## config.mk

```make
export PLATFORM = sky130hd
export DESIGN_NAME = ram_arbiter_2req_flat
export DESIGN_NICKNAME = d
export VERILOG_FILES = /design/src/rtl/ram_arb_pkg.sv /design/src/rtl/ram_arbiter_2req_if.sv /design/src/rtl/rr_arb2.sv /design/src/rtl/ram_arbiter_2req.sv /design/src/flat_wrapper.sv
export SDC_FILE = /design/constraint.sdc
export NUM_CORES = 1
export LEC_CHECK = 0
export BUFFER_PORTS_ARGS = -buffer_cell sky130_fd_sc_hd__buf_2
export CAP_MARGIN = 30
export CORE_ASPECT_RATIO = 0.8
export CORE_MARGIN = 3
export CORE_UTILIZATION = 40
export DETAILED_ROUTE_END_ITERATION = 10
export HOLD_SLACK_MARGIN = 0.02
export PLACE_DENSITY = 0.71
export SLEW_MARGIN = 20
export SYNTH_ARGS = -nofsm -noshare
export SYNTH_HDL_FRONTEND = slang
export SYNTH_SLANG_ARGS = --single-unit
```

## constraint.sdc

```tcl
create_clock -name Clock -period 2.1 [get_ports Clock]
set_clock_uncertainty 0.2 [all_clocks]
set_input_delay 0.21 -clock Clock [delete_from_list [all_inputs] [get_ports Clock]]
set_output_delay 0.21 -clock Clock [all_outputs]
set_load 0.02 [all_outputs]
```

## src/rtl/ram_arb_pkg.sv

```systemverilog
// rtl/ram_arb_pkg.sv - shared constants, FSM states and grant ids for the two-requester RAM arbiter
package ram_arb_pkg;

    localparam int DEF_ADDR_W = 5;
    localparam int DEF_DATA_W = 8;

    typedef enum logic [1:0] {
        IDLE  = 2'd0,
        SERVE = 2'd1,
        DONE  = 2'd2
    } state_t;

    typedef enum logic {
        GNT_A = 1'b0,
        GNT_B = 1'b1
    } grant_t;

endpackage

```

## src/rtl/ram_arbiter_2req_if.sv

```systemverilog
// rtl/ram_arbiter_2req_if.sv - requester handshakes and RAM-side bus of the two-requester arbiter
interface ram_arbiter_2req_if
    import ram_arb_pkg::*;
#(
    parameter int ADDR_W = DEF_ADDR_W,
    parameter int DATA_W = DEF_DATA_W
);

    logic              reqA;
    logic              weA;
    logic [ADDR_W-1:0] addrA;
    logic [DATA_W-1:0] wdataA;
    logic              ackA;
    logic [DATA_W-1:0] rdataA;

    logic              reqB;
    logic              weB;
    logic [ADDR_W-1:0] addrB;
    logic [DATA_W-1:0] wdataB;
    logic              ackB;
    logic [DATA_W-1:0] rdataB;

    logic [ADDR_W-1:0] ram_Address;
    logic              ram_WE;
    logic [DATA_W-1:0] ram_inData;
    logic [DATA_W-1:0] ram_outData;

    logic              busy;

    // Arbiter side
    modport slave (
        input  reqA, weA, addrA, wdataA,
        input  reqB, weB, addrB, wdataB,
        input  ram_outData,
        output ackA, rdataA, ackB, rdataB,
        output ram_Address, ram_WE, ram_inData,
        output busy
    );

    // Requesters plus RAM side
    modport master (
        output reqA, weA, addrA, wdataA,
        output reqB, weB, addrB, wdataB,
        output ram_outData,
        input  ackA, rdataA, ackB, rdataB,
        input  ram_Address, ram_WE, ram_inData,
        input  busy
    );

endinterface

```

## src/rtl/rr_arb2.sv

```systemverilog
// rtl/rr_arb2.sv - combinational 2-way picker; RAM_ARB_FIXED_PRIO_EN selects strict A priority
module rr_arb2
    import ram_arb_pkg::*;
(
    input  logic   reqA,
    input  logic   reqB,
    input  grant_t last_grant,
    output logic   gnt_valid,
    output grant_t gnt_id
);

`ifdef RAM_ARB_FIXED_PRIO_EN
    // Strict priority ignores history
    logic unused_last_grant;
    assign unused_last_grant = last_grant;
`endif

    // Pick a winner; on a tie alternate (or favour A under strict priority)
    always_comb begin
        gnt_valid = reqA | reqB;
        gnt_id    = GNT_A;
`ifdef RAM_ARB_FIXED_PRIO_EN
        if (!reqA && reqB) begin
            gnt_id = GNT_B;
        end
`else
        if (reqA && reqB) begin
            gnt_id = (last_grant == GNT_A) ? GNT_B : GNT_A;
        end else if (reqB) begin
            gnt_id = GNT_B;
        end
`endif
    end

endmodule

```

## src/rtl/ram_arbiter_2req.sv

```systemverilog
// rtl/ram_arbiter_2req.sv - shares one 32x8 RAM between requesters A and B (optional RAM_ARB_FIXED_PRIO_EN)
module ram_arbiter_2req
    import ram_arb_pkg::*;
#(
    parameter int ADDR_W = DEF_ADDR_W,
    parameter int DATA_W = DEF_DATA_W
)(
    input  logic              Clock,
    input  logic              Reset,
    ram_arbiter_2req_if.slave bus
);

    state_t            state;
    state_t            state_next;
    grant_t            last_grant;
    grant_t            gnt_q;
    logic              we_q;

    logic              gnt_valid;
    grant_t            gnt_id;
    logic              take_grant;
    logic              finish;

    logic [ADDR_W-1:0] addr_q;
    logic [DATA_W-1:0] wdata_q;
    logic              ram_we_q;
    logic              ack_a_q;
    logic              ack_b_q;
    logic [DATA_W-1:0] rdata_a_q;
    logic [DATA_W-1:0] rdata_b_q;

    rr_arb2 u_pick (
        .reqA       (bus.reqA),
        .reqB       (bus.reqB),
        .last_grant (last_grant),
        .gnt_valid  (gnt_valid),
        .gnt_id     (gnt_id)
    );

    // State register
    always_ff @(posedge Clock) begin
        if (Reset) begin
            state <= IDLE;
        end else begin
            state <= state_next;
        end
    end

    // Next state: requests are only looked at in IDLE, every access takes SERVE then DONE
    always_comb begin
        state_next = state;
        take_grant = 1'b0;
        finish     = 1'b0;
        case (state)
            IDLE: begin
                if (gnt_valid) begin
                    take_grant = 1'b1;
                    state_next = SERVE;
                end
            end
            SERVE: begin
                finish     = 1'b1;
                state_next = DONE;
            end
            DONE: begin
                state_next = IDLE;
            end
            default: begin
                state_next = IDLE;
            end
        endcase
    end

    // Latch the winner's access onto the RAM bus, then complete it with an ack pulse
    always_ff @(posedge Clock) begin
        if (Reset) begin
            last_grant <= GNT_B;
            gnt_q      <= GNT_A;
            we_q       <= 1'b0;
            addr_q     <= '0;
            wdata_q    <= '0;
            ram_we_q   <= 1'b0;
            ack_a_q    <= 1'b0;
            ack_b_q    <= 1'b0;
            rdata_a_q  <= '0;
            rdata_b_q  <= '0;
        end else begin
            ack_a_q  <= 1'b0;
            ack_b_q  <= 1'b0;
            ram_we_q <= 1'b0;
            if (take_grant) begin
                gnt_q      <= gnt_id;
                last_grant <= gnt_id;
                if (gnt_id == GNT_A) begin
                    we_q     <= bus.weA;
                    ram_we_q <= bus.weA;
                    addr_q   <= bus.addrA;
                    wdata_q  <= bus.wdataA;
                end else begin
                    we_q     <= bus.weB;
                    ram_we_q <= bus.weB;
                    addr_q   <= bus.addrB;
                    wdata_q  <= bus.wdataB;
                end
            end
            if (finish) begin
                ack_a_q <= (gnt_q == GNT_A);
                ack_b_q <= (gnt_q == GNT_B);
                if (!we_q) begin
                    if (gnt_q == GNT_A) begin
                        rdata_a_q <= bus.ram_outData;
                    end else begin
                        rdata_b_q <= bus.ram_outData;
                    end
                end
            end
        end
    end

    assign bus.ram_Address = addr_q;
    assign bus.ram_inData  = wdata_q;
    assign bus.ram_WE      = ram_we_q;
    assign bus.ackA        = ack_a_q;
    assign bus.ackB        = ack_b_q;
    assign bus.rdataA      = rdata_a_q;
    assign bus.rdataB      = rdata_b_q;
    assign bus.busy        = (state != IDLE);

endmodule

```

## src/flat_wrapper.sv

```systemverilog
// flat-port wrapper written by rule: the top's interface ports become plain ports
module ram_arbiter_2req_flat import ram_arb_pkg::*;
#(
    parameter int ADDR_W = DEF_ADDR_W,
    parameter int DATA_W = DEF_DATA_W
)
  (Clock, Reset, bus_reqA, bus_weA, bus_addrA, bus_wdataA, bus_reqB, bus_weB, bus_addrB, bus_wdataB, bus_ram_outData, bus_ackA, bus_rdataA, bus_ackB, bus_rdataB, bus_ram_Address, bus_ram_WE, bus_ram_inData, bus_busy);
  ram_arbiter_2req_if #(.ADDR_W(ADDR_W), .DATA_W(DATA_W)) bus_i ();
  input  logic Clock;
  input  logic Reset;
  input wire logic [$bits(bus_i.reqA)-1:0] bus_reqA;
  input wire logic [$bits(bus_i.weA)-1:0] bus_weA;
  input wire logic [$bits(bus_i.addrA)-1:0] bus_addrA;
  input wire logic [$bits(bus_i.wdataA)-1:0] bus_wdataA;
  input wire logic [$bits(bus_i.reqB)-1:0] bus_reqB;
  input wire logic [$bits(bus_i.weB)-1:0] bus_weB;
  input wire logic [$bits(bus_i.addrB)-1:0] bus_addrB;
  input wire logic [$bits(bus_i.wdataB)-1:0] bus_wdataB;
  input wire logic [$bits(bus_i.ram_outData)-1:0] bus_ram_outData;
  output wire logic [$bits(bus_i.ackA)-1:0] bus_ackA;
  output wire logic [$bits(bus_i.rdataA)-1:0] bus_rdataA;
  output wire logic [$bits(bus_i.ackB)-1:0] bus_ackB;
  output wire logic [$bits(bus_i.rdataB)-1:0] bus_rdataB;
  output wire logic [$bits(bus_i.ram_Address)-1:0] bus_ram_Address;
  output wire logic [$bits(bus_i.ram_WE)-1:0] bus_ram_WE;
  output wire logic [$bits(bus_i.ram_inData)-1:0] bus_ram_inData;
  output wire logic [$bits(bus_i.busy)-1:0] bus_busy;
  assign bus_i.reqA = bus_reqA;
  assign bus_i.weA = bus_weA;
  assign bus_i.addrA = bus_addrA;
  assign bus_i.wdataA = bus_wdataA;
  assign bus_i.reqB = bus_reqB;
  assign bus_i.weB = bus_weB;
  assign bus_i.addrB = bus_addrB;
  assign bus_i.wdataB = bus_wdataB;
  assign bus_i.ram_outData = bus_ram_outData;
  assign bus_ackA = bus_i.ackA;
  assign bus_rdataA = bus_i.rdataA;
  assign bus_ackB = bus_i.ackB;
  assign bus_rdataB = bus_i.rdataB;
  assign bus_ram_Address = bus_i.ram_Address;
  assign bus_ram_WE = bus_i.ram_WE;
  assign bus_ram_inData = bus_i.ram_inData;
  assign bus_busy = bus_i.busy;
  ram_arbiter_2req #(.ADDR_W(ADDR_W), .DATA_W(DATA_W)) u_core (.Clock(Clock), .Reset(Reset), .bus(bus_i));
endmodule
```

==> impl_metrics.toml, run 1 <==
[timing]
tns_ns = 0
period_needed_ns = 1.75
tightest_slew_ns = 0.612
fin_crit_sh_pct = 83.1
setup_viol = 0
rsz0062_at_grt = "no"
slew_headroom_pct = 59.0
drv_slew = 0
hold_viol = 0
worst_slack_ns = 0.354
fmax_mhz = 573

[clocking]
clock_sinks = 37
cts-htree-levels = 2
numCtsBuffers = 5
root_buffer = "clkbuf_8"
cts_tree = "done"
clk_pin_slew_ns = 0.07
clk_latency_ns = 0.28
clockBufferDepth = 2
cts_resized = 0

[worst_setup_path]
critPathMaxStageDelay_ns = 0.37
crit_buf_inv = 2
endpoint_kind = "output port"
critPathArrivalTime_ns = 1.34
crit_family = "simple AND/OR/NAND/NOR gates"
critical_path.max_fanout = 19
required_ns = 1.69
crit_type = "reg2out"
crit_chain = "nor2_4 > inv_1 > buf_2"
r2r_setup_slack_ns = 0.44
ff2ff_path_depth = 5
cp_num_cells = 3
setup.worst_path.start_class = "register"
worstReg2RegEnd = "u_core.bus.ram_inData[0]"
crit_slowest_cell = "nor2_4"
r2r-start = "u_core.state[0]"

[power_and_ir_drop]
peakVddDrop_v = 0.000496
power_density_nw_per_um2 = 718
internal_power_w = 0.00114
p_sw_w = 0.000465
p_leak_nw = 1.03
p_sw_share_pct = 28.9
clockPowerShare_pct = 28.7
combinationalPowerShare_pct = 22.3
pwr-share-seq_pct = 48.9

[logic_synthesis]
postSynthCellCount = 167
synth_ff_type = "dfxtp_1"
synth-seq-cells = 37
synth.largest_area_cell = "dfxtp_1"
avgSynthCellArea_sq_um = 8.83
async_flop_share_pct = 0
synth.distinct_cells = 25
synth_top_area_share_pct = 50.3
synthesis.nets = 207
synth.most_common_cell = "nand2_1"
ys_top_cells_by_area = "dfxtp_1 50%, nand2_1 11%, a21oi_1 7.8%"
yosys_warnings = 0
syn_area_sq_um = 1470
yosysSeqAreaShare_pct = 50.3
synth_edf_count = 0
synth.top_cells.by_count = "45 x nand2_1, 37 x dfxtp_1, 23 x a21oi_1, 13 x a311oi_1, 11 x nor2_1"

[drt]
dr.pass1.iters = 4
drt-wirelength-per-cell_microns = 13.0
dr_total_vias = 1558
drc = 0
viasPerCell = 5.01
drt-total-wl_mm = 4.04
drtAntennaViolNets = 0
drt_iter0_markers = 78

[floorplanning]
rows = 19
fp.dieArea_sq_um = 4450
coreArea_sq_um = 3490
start_util_pct = 42.2
pin_count = 73
fp.dieH_microns = 60.3
die_w_microns = 73.9

[place]
gp_congestion = 0.735
dp.cells = 271
numPortBuffers = 72
dp_hpwl_mm = 2.53
dp_slack_ns = 0.467

[outcome]
status = "complete, no violations"

[hold_path]
hp-class = "in2reg"
min_from = "bus_wdataB[0]"
hold_depth = 3
whs_endpoint = "u_core.bus.ram_inData[0]"

[grt]
grt_max_degree = 37
grt_use_total_pct = 19.0
grt_pass1_vias = 1421
antenna_found_initial = 0
overflow = 0
grt_pass1_wl_mm = 6.33

[cells_and_area]
areaGrowthSynthToFinish_pct = 52.0
nNetsFinal = 308
final_util_pct = 64.1
fillers = 284
stdcell_count = 311
n_antenna_cell = 0
final_layout_size_suffix_gt1_share_pct = 32.3

[flow_run]
drv_cap = 0
==> cells in the final DEF (no fill, tap or decap) <==
cell type and n:
buf_2 72, nand2_1 45, dfxtp_1 37, dlygate4sd3_1 32
a21oi_1 23, a311oi_1 13, nor2_1 11, mux2i_1 9
clkbuf_8 5, nor3_1 2, clkinv_2 2, buf_4 2
nor2_4 1, inv_1 1, and4bb_2 1, a21bo_2 1
nor2_2 1, a21boi_2 1, or2_1 1, a211oi_1 1
o21ai_0 1, nor4b_2 1, or4b_1 1, nor2b_1 1
a221o_1 1, or2b_1 1, and2_1 1, clkbuf_1 1
==> sequential cells by signal (all words and copies together), names as in the netlist <==
name / count
u_core.gnt_q: 1
u_core.bus.ackA: 1
u_core.bus.ram_Address: 5
u_core.bus.ram_inData: 8
u_core.bus.ackB: 1
u_core.we_q: 1
u_core.state: 2
u_core.bus.rdataB: 8
u_core.bus.ram_WE: 1
u_core.last_grant: 1
u_core.bus.rdataA: 8
==> cell type report <==
class / count / area, sq um / share of cell area (%)
flip-flops and latches: 37 / 741 / 33.1
repair buffers: 106 / 696 / 31.1
multi-input cells: 117 / 664 / 29.7
clock buffers: 6 / 72.6 / 3.24
well taps: 42 / 52.6 / 2.35
clock inverters: 2 / 10.0 / 0.447
inverters: 1 / 3.75 / 0.168
==> kinds of logic after synthesis <==
kind of cell           after synthesis  synth area share (%)
AOI/OAI and AO/OA                   41                  18.5
buffers and inverters               13                  4.67
DFF                                 37                  50.3
muxes                                9                  6.11
and+or+nand+nor                     67                  20.5
==> timing repair <==
action,CTS,global route
setup buffers,0,0
hold buffers,32,0
setup endpoints to repair,0,0
hold endpoints to repair,28,0
==> per-layer routing <==
metal / global-route usage, % / routed length, microns / share of wire (%) / vias up
li1: - / - / - / 784
met1: 21.4 / 1660 / 41 / 704
met2: 32.4 / 2020 / 50 / 58
met3: 6.55 / 243 / 6.0 / 12
met4: 8.53 / 121 / 3.0 / 0
met5: 0 / 0 / 0 / -
==> worst min-delay path, cell delays in order <==
cell      delay, ns
buf_2          0.10
nand2_1        0.06
a311oi_1       0.09
==> power groups by stage <==
| stage | sequential [W] | combinational [W] | clock (W) |
|---|---|---|---|
| 2_1_floorplan | 0.000854 | 0.000148 | 0 |
| 3_3_place_gp | 0.000803 | 0.000308 | 0 |
| 3_5_place_dp | 0.000802 | 0.000311 | 0 |
| 4_1_cts | 0.000787 | 0.000357 | 0.000472 |
| 5_1_grt | 0.000792 | 0.000394 | 0.000502 |
| 6_report | 0.000787 | 0.000359 | 0.000462 |
==> worst max-delay path by stage <==
stage	startpoint	slack, ns	end
2_1_floorplan	u_core.state[0]	0.65	u_core.bus.ram_Address[4]
5_1_grt	u_core.state[1]	0.29	bus_busy
6_report	u_core.state[0]	0.35	bus_busy
3_5_place_dp	u_core.state[0]	0.47	u_core.bus.ram_inData[7]
3_3_place_gp	u_core.state[0]	0.52	u_core.bus.ram_inData[2]
4_1_cts	u_core.state[0]	0.35	bus_busy
==> through the flow <==
stage	hold WS, ns	area [sq um]	power, W
after floorplan	0.146	1470	0.00100
after global placement	0.240	1840	0.00111
after detailed placement	0.248	1840	0.00111
after CTS	0.0347	2240	0.00162
after global routing	0.0585	2240	0.00169
final	0.0297	2240	0.00161
No activity file was read; power rests on OpenSTA's default activity.
==> run 2: changes to the inputs <==
--- a/config.mk
+++ b/config.mk
@@ -12,7 +12,7 @@
 export CORE_UTILIZATION = 40
 export DETAILED_ROUTE_END_ITERATION = 10
 export HOLD_SLACK_MARGIN = 0.02
-export PLACE_DENSITY = 0.71
+export PLACE_DENSITY = 0.74
 export SLEW_MARGIN = 20
 export SYNTH_ARGS = -nofsm -noshare
 export SYNTH_HDL_FRONTEND = slang
==> constraint.sdc (replaced) <==
create_clock -name Clock -period 1.5 [get_ports Clock]
set_clock_uncertainty 0.2 [all_clocks]
set_input_delay 0.15 -clock Clock [delete_from_list [all_inputs] [get_ports Clock]]
set_output_delay 0.15 -clock Clock [all_outputs]
set_load 0.02 [all_outputs]
==> impl_metrics.toml, run 2 (synthesis gave the netlist of run 1 again) <==
[worst_setup_path]
ff2ff_path_depth = 3
required_ns = 1.15
r2r-start = "u_core.state[1]"
setup.worst_path.start_class = "register"
r2r_setup_slack_ns = 0.06
worstReg2RegEnd = "u_core.bus.rdataA[2]"
crit_start = "u_core.state[1]"
critical_path.max_fanout = 4
setup.worst_path.end = "bus_busy"
crit_type = "reg2out"
critPathArrivalTime_ns = 1.12
endpoint_kind = "output port"

[power_and_ir_drop]
power.total_w = 0.00239
peakVddDrop_v = 0.000573
p_leak_nw = 1.11
power_density_nw_per_um2 = 987

[drt]
drc = 0
drt-wirelength-per-cell_microns = 13.7
drt_iter0_markers = 63
dr_total_vias = 1614
dr.pass1.iters = 4
drtAntennaViolNets = 0
drt-total-wl_mm = 4.44
viasPerCell = 4.98

[clocking]
clockBufferDepth = 2
clk_latency_ns = 0.29
cts-htree-levels = 2
numCtsBuffers = 5
cts_tree = "done"
clk_pin_slew_ns = 0.07
root_buffer = "clkbuf_8"
clock_sinks = 37

[timing]
period_needed_ns = 1.47
fmax_mhz = 683
slew_headroom_pct = 64.8
rsz0062_at_grt = "yes"
drv_slew = 0
whs_ns = 0.0548
fin_crit_sh_pct = 97.7
tightest_slew_ns = 0.528
hold_viol = 0
setup_viol = 0

[place]
dp_hpwl_mm = 2.73
gp_congestion = 0.748
dp.cells = 281
numPortBuffers = 72
placed_area_sq_um = 1950

[floorplanning]
rows = 19
fp.dieArea_sq_um = 4450
die_w_microns = 73.9
pin_count = 73
coreArea_sq_um = 3490
fp.dieH_microns = 60.3
start_util_pct = 42.2

[cells_and_area]
stdcell_count = 324
design_area_sq_um = 2420
final_cell_mix = "71 x buf_2, 44 x nand2_1, 35 x dlygate4sd3_1, 35 x dfxtp_1, 23 x a21oi_1"
final_util_pct = 69.1
final_layout_size_suffix_gt1_share_pct = 36.2
nNetsFinal = 322
final_common_cell = "buf_2"
areaGrowthSynthToFinish_pct = 63.9
n_antenna_cell = 0

[grt]
grt_use_total_pct = 21.2
grt_max_degree = 27
grt_pass1_wl_mm = 7.07
grt_pass1_vias = 1529
overflow = 0
antenna_found_initial = 0

[hold_path]
hp-class = "in2reg"

[flow_run]
drv_cap = 0

[outcome]
status = "complete, no violations"
run 2: area by class of cell:
cell class                 instances  area, sq um
sequential                        37          743
timing repair buffer             120          860
clock buffer                       7         86.3
fill                             258         1080
multi-input combinational        117          671
inverter                           1         3.75
tap                               42         52.6
run 2: worst min-delay path by stage:
stage                  startpoint  cells after the start              endpoint  slack [ns]
2_1_floorplan  bus_ram_outData[0]                      2  u_core.bus.rdataA[0]        0.09
3_3_place_gp   bus_ram_outData[1]                      3  u_core.bus.rdataA[1]        0.21
3_5_place_dp   bus_ram_outData[3]                      3  u_core.bus.rdataB[3]        0.21
4_1_cts                  bus_reqA                      4          u_core.gnt_q        0.04
5_1_grt                  bus_reqA                      4          u_core.gnt_q        0.08
6_report                 bus_reqA                      4          u_core.gnt_q        0.05
run 2: layer usage:
layer	vias up	wire [microns]	GRT usage (%)
met5	-	0	0
met2	57	2230	37.6
li1	811	-	-
met3	4	265	6.39
met4	0	53	6.98
met1	742	1890	24.3
run 2: repair_timing:
action                     in CTS  in global routing
hold endpoints to repair       30                  0
setup endpoints to repair       9                 13
hold buffers                   35                  0
setup buffers                   1                  0
gates cloned                    0                  0
pin swaps                       1                  3
gates resized for setup         2                  7
run 2: power breakdown:
part           switching, W  total [W]  internal [W]
Clock              0.000336   0.000700      0.000364
Combinational      0.000300   0.000583      0.000283
Sequential        0.0000445    0.00110       0.00106
Total              0.000680    0.00239       0.00170
run 2: worst max-delay path: stages (launching register included):
cell and delay, ns:
dfxtp_2 0.34, buf_4 0.14, nor2_4 0.14, inv_2 0.07
buf_6 0.13
run 2: metrics by stage:
step	setup TNS [ns]	worst slack [ns]
5_1_grt	-0.00365	-0.00365
3_3_place_gp	-0.0635	-0.0227
4_1_cts	0	0.00243
2_1_floorplan	0	0.0517
3_5_place_dp	-0.284	-0.0676
6_report	0	0.0349
==> run 3: changes to the inputs <==
--- a/config.mk
+++ b/config.mk
@@ -11,8 +11,9 @@
 export CORE_MARGIN = 3
 export CORE_UTILIZATION = 40
 export DETAILED_ROUTE_END_ITERATION = 10
+export GPL_ROUTABILITY_DRIVEN = 0
 export HOLD_SLACK_MARGIN = 0.02
-export PLACE_DENSITY = 0.74
+export PLACE_DENSITY_LB_ADDON = 0.12
 export SLEW_MARGIN = 20
 export SYNTH_ARGS = -nofsm -noshare
 export SYNTH_HDL_FRONTEND = slang
==> impl_metrics.toml, run 3 (synthesis gave the netlist of run 1 again) <==
[outcome]
status = "complete, no violations"

[clocking]
cts_tree = "done"
post_cts_buffers = 0
clk_latency_ns = 0.28
clk_pin_slew_ns = 0.07
root_buffer = "clkbuf_8"
clock_sinks = 37
numCtsBuffers = 5
cts-htree-levels = 2
clockBufferDepth = 2

[timing]
period_needed_ns = 1.47
fmax_mhz = 679
tightest_slew_ns = 0.577
worst_slack_ns = 0.0274
fin_crit_sh_pct = 98.2
setup_viol = 0
slew_headroom_pct = 61.5
drv_slew = 0
rsz0062_at_grt = "yes"
hold_viol = 0
whs_ns = 0.0359

[power_and_ir_drop]
p_leak_nw = 1.15
combinationalPowerShare_pct = 22.3
p_sw_w = 0.000688
p_sw_share_pct = 25.5
pwr-share-seq_pct = 40.7
peakVddDrop_v = 0.000601
clockPowerShare_pct = 37.0
internal_power_w = 0.00201
power_density_nw_per_um2 = 1080
power.total_w = 0.00270

[place]
numPortBuffers = 72
dp_hpwl_mm = 2.73
dp_slack_ns = 0.00332
placed_area_sq_um = 1970

[grt]
grt_use_total_pct = 21.5
grt_max_degree = 19
grt_pass1_vias = 1575
antenna_found_initial = 0
overflow = 0
grt_pass1_wl_mm = 7.27

[cells_and_area]
final_util_pct = 71.4
final_common_cell = "buf_2"
nNetsFinal = 323
n_antenna_cell = 0
final_layout_size_suffix_gt1_share_pct = 36.3
areaGrowthSynthToFinish_pct = 69.3
final_cell_mix = "71 x buf_2, 45 x nand2_1, 36 x dlygate4sd3_1"
design_area_sq_um = 2490

[floorplanning]
coreArea_sq_um = 3490
die_w_microns = 73.9
rows = 19
fp.dieH_microns = 60.3
start_util_pct = 42.2
pin_count = 73
fp.dieArea_sq_um = 4450

[worst_setup_path]
critical_path.max_fanout = 4
setup.worst_path.start_class = "register"
endpoint_kind = "output port"
crit_buf_inv = 3
critPathMaxStageDelay_ns = 0.33
crit_type = "reg2out"
required_ns = 1.15
crit_family = "buffers and inverters"
crit_slowest_cell = "dfxtp_2"
crit_chain = "buf_6 > nor2_4 > inv_2 > buf_4"
critPathArrivalTime_ns = 1.12

[drt]
drt-total-wl_mm = 4.41
dr_total_vias = 1620
dr.pass1.iters = 4
viasPerCell = 4.97
drtAntennaViolNets = 0
drc = 0
drt_iter0_markers = 72
drt-wirelength-per-cell_microns = 13.5

[hold_path]
hp-class = "in2reg"

[flow_run]
drv_cap = 0
-- run 3: worst paths after layout --
kind	from	end	slack, ns	depth (start not counted)
worst min register to register	u_core.bus.rdataA[4]	u_core.bus.rdataA[4]	0.26	2
worst max register to register	u_core.state[1]	u_core.bus.rdataB[3]	0.03	5
worst min-delay path	bus_reqA	u_core.last_grant	0.04	3
worst max-delay path	u_core.state[1]	bus_busy	0.03	4
-- run 3: worst min-delay path: stages --
cell     delay, ns
buf_2         0.13
nand2_1       0.06
a221o_1       0.14
-- run 3: through the flow --
| step | TNS [ns] | instances |
|---|---|---|
| after detailed placement | 0 | 282 |
| final | 0 | 326 |
| after global routing | -0.145 | 326 |
| after floorplan | 0 | 167 |
| after global placement | 0 | 282 |
| after CTS | -0.0112 | 326 |
-- run 3: what timing repair did --
| item | in CTS | in global routing |
|---|---|---|
| endpoints found under the setup margin | 4 | 30 |
| hold endpoints to repair | 30 | 0 |
| hold buffers | 36 | 0 |
| resized for setup | 0 | 10 |
| pin swaps | 1 | 6 |
-- run 3: power groups by stage --
stage,combinational (W),clock (W),sequential (W)
final,0.000600,0.000999,0.00110
after global routing,0.000653,0.00107,0.00111
after CTS,0.000578,0.00103,0.00109
after detailed placement,0.000505,0,0.00112
after global placement,0.000502,0,0.00112
after floorplan,0.000208,0,0.00120
-- run 3: metal layers --
| layer | global-route usage, % | vias to the layer above | share of wire, % |
|---|---|---|---|
| met2 | 35.6 | 66 | 48 |
| met4 | 8.27 | 0 | 1.5 |
| li1 | - | 811 | - |
| met5 | 0 | - | 0 |
| met1 | 26.9 | 733 | 43 |
| met3 | 5.55 | 10 | 6.6 |
-- run 3: layout make-up --
type                            instances  area, sq um
Multi-Input combinational cell        117          679
Fill cell                             277         1000
Inverter                                1         3.75
Timing Repair Buffer                  121          882
Clock buffer                            5         68.8
Sequential cell                        37          743
Tap cell                               42         52.6
Clock inverter                          3         65.1
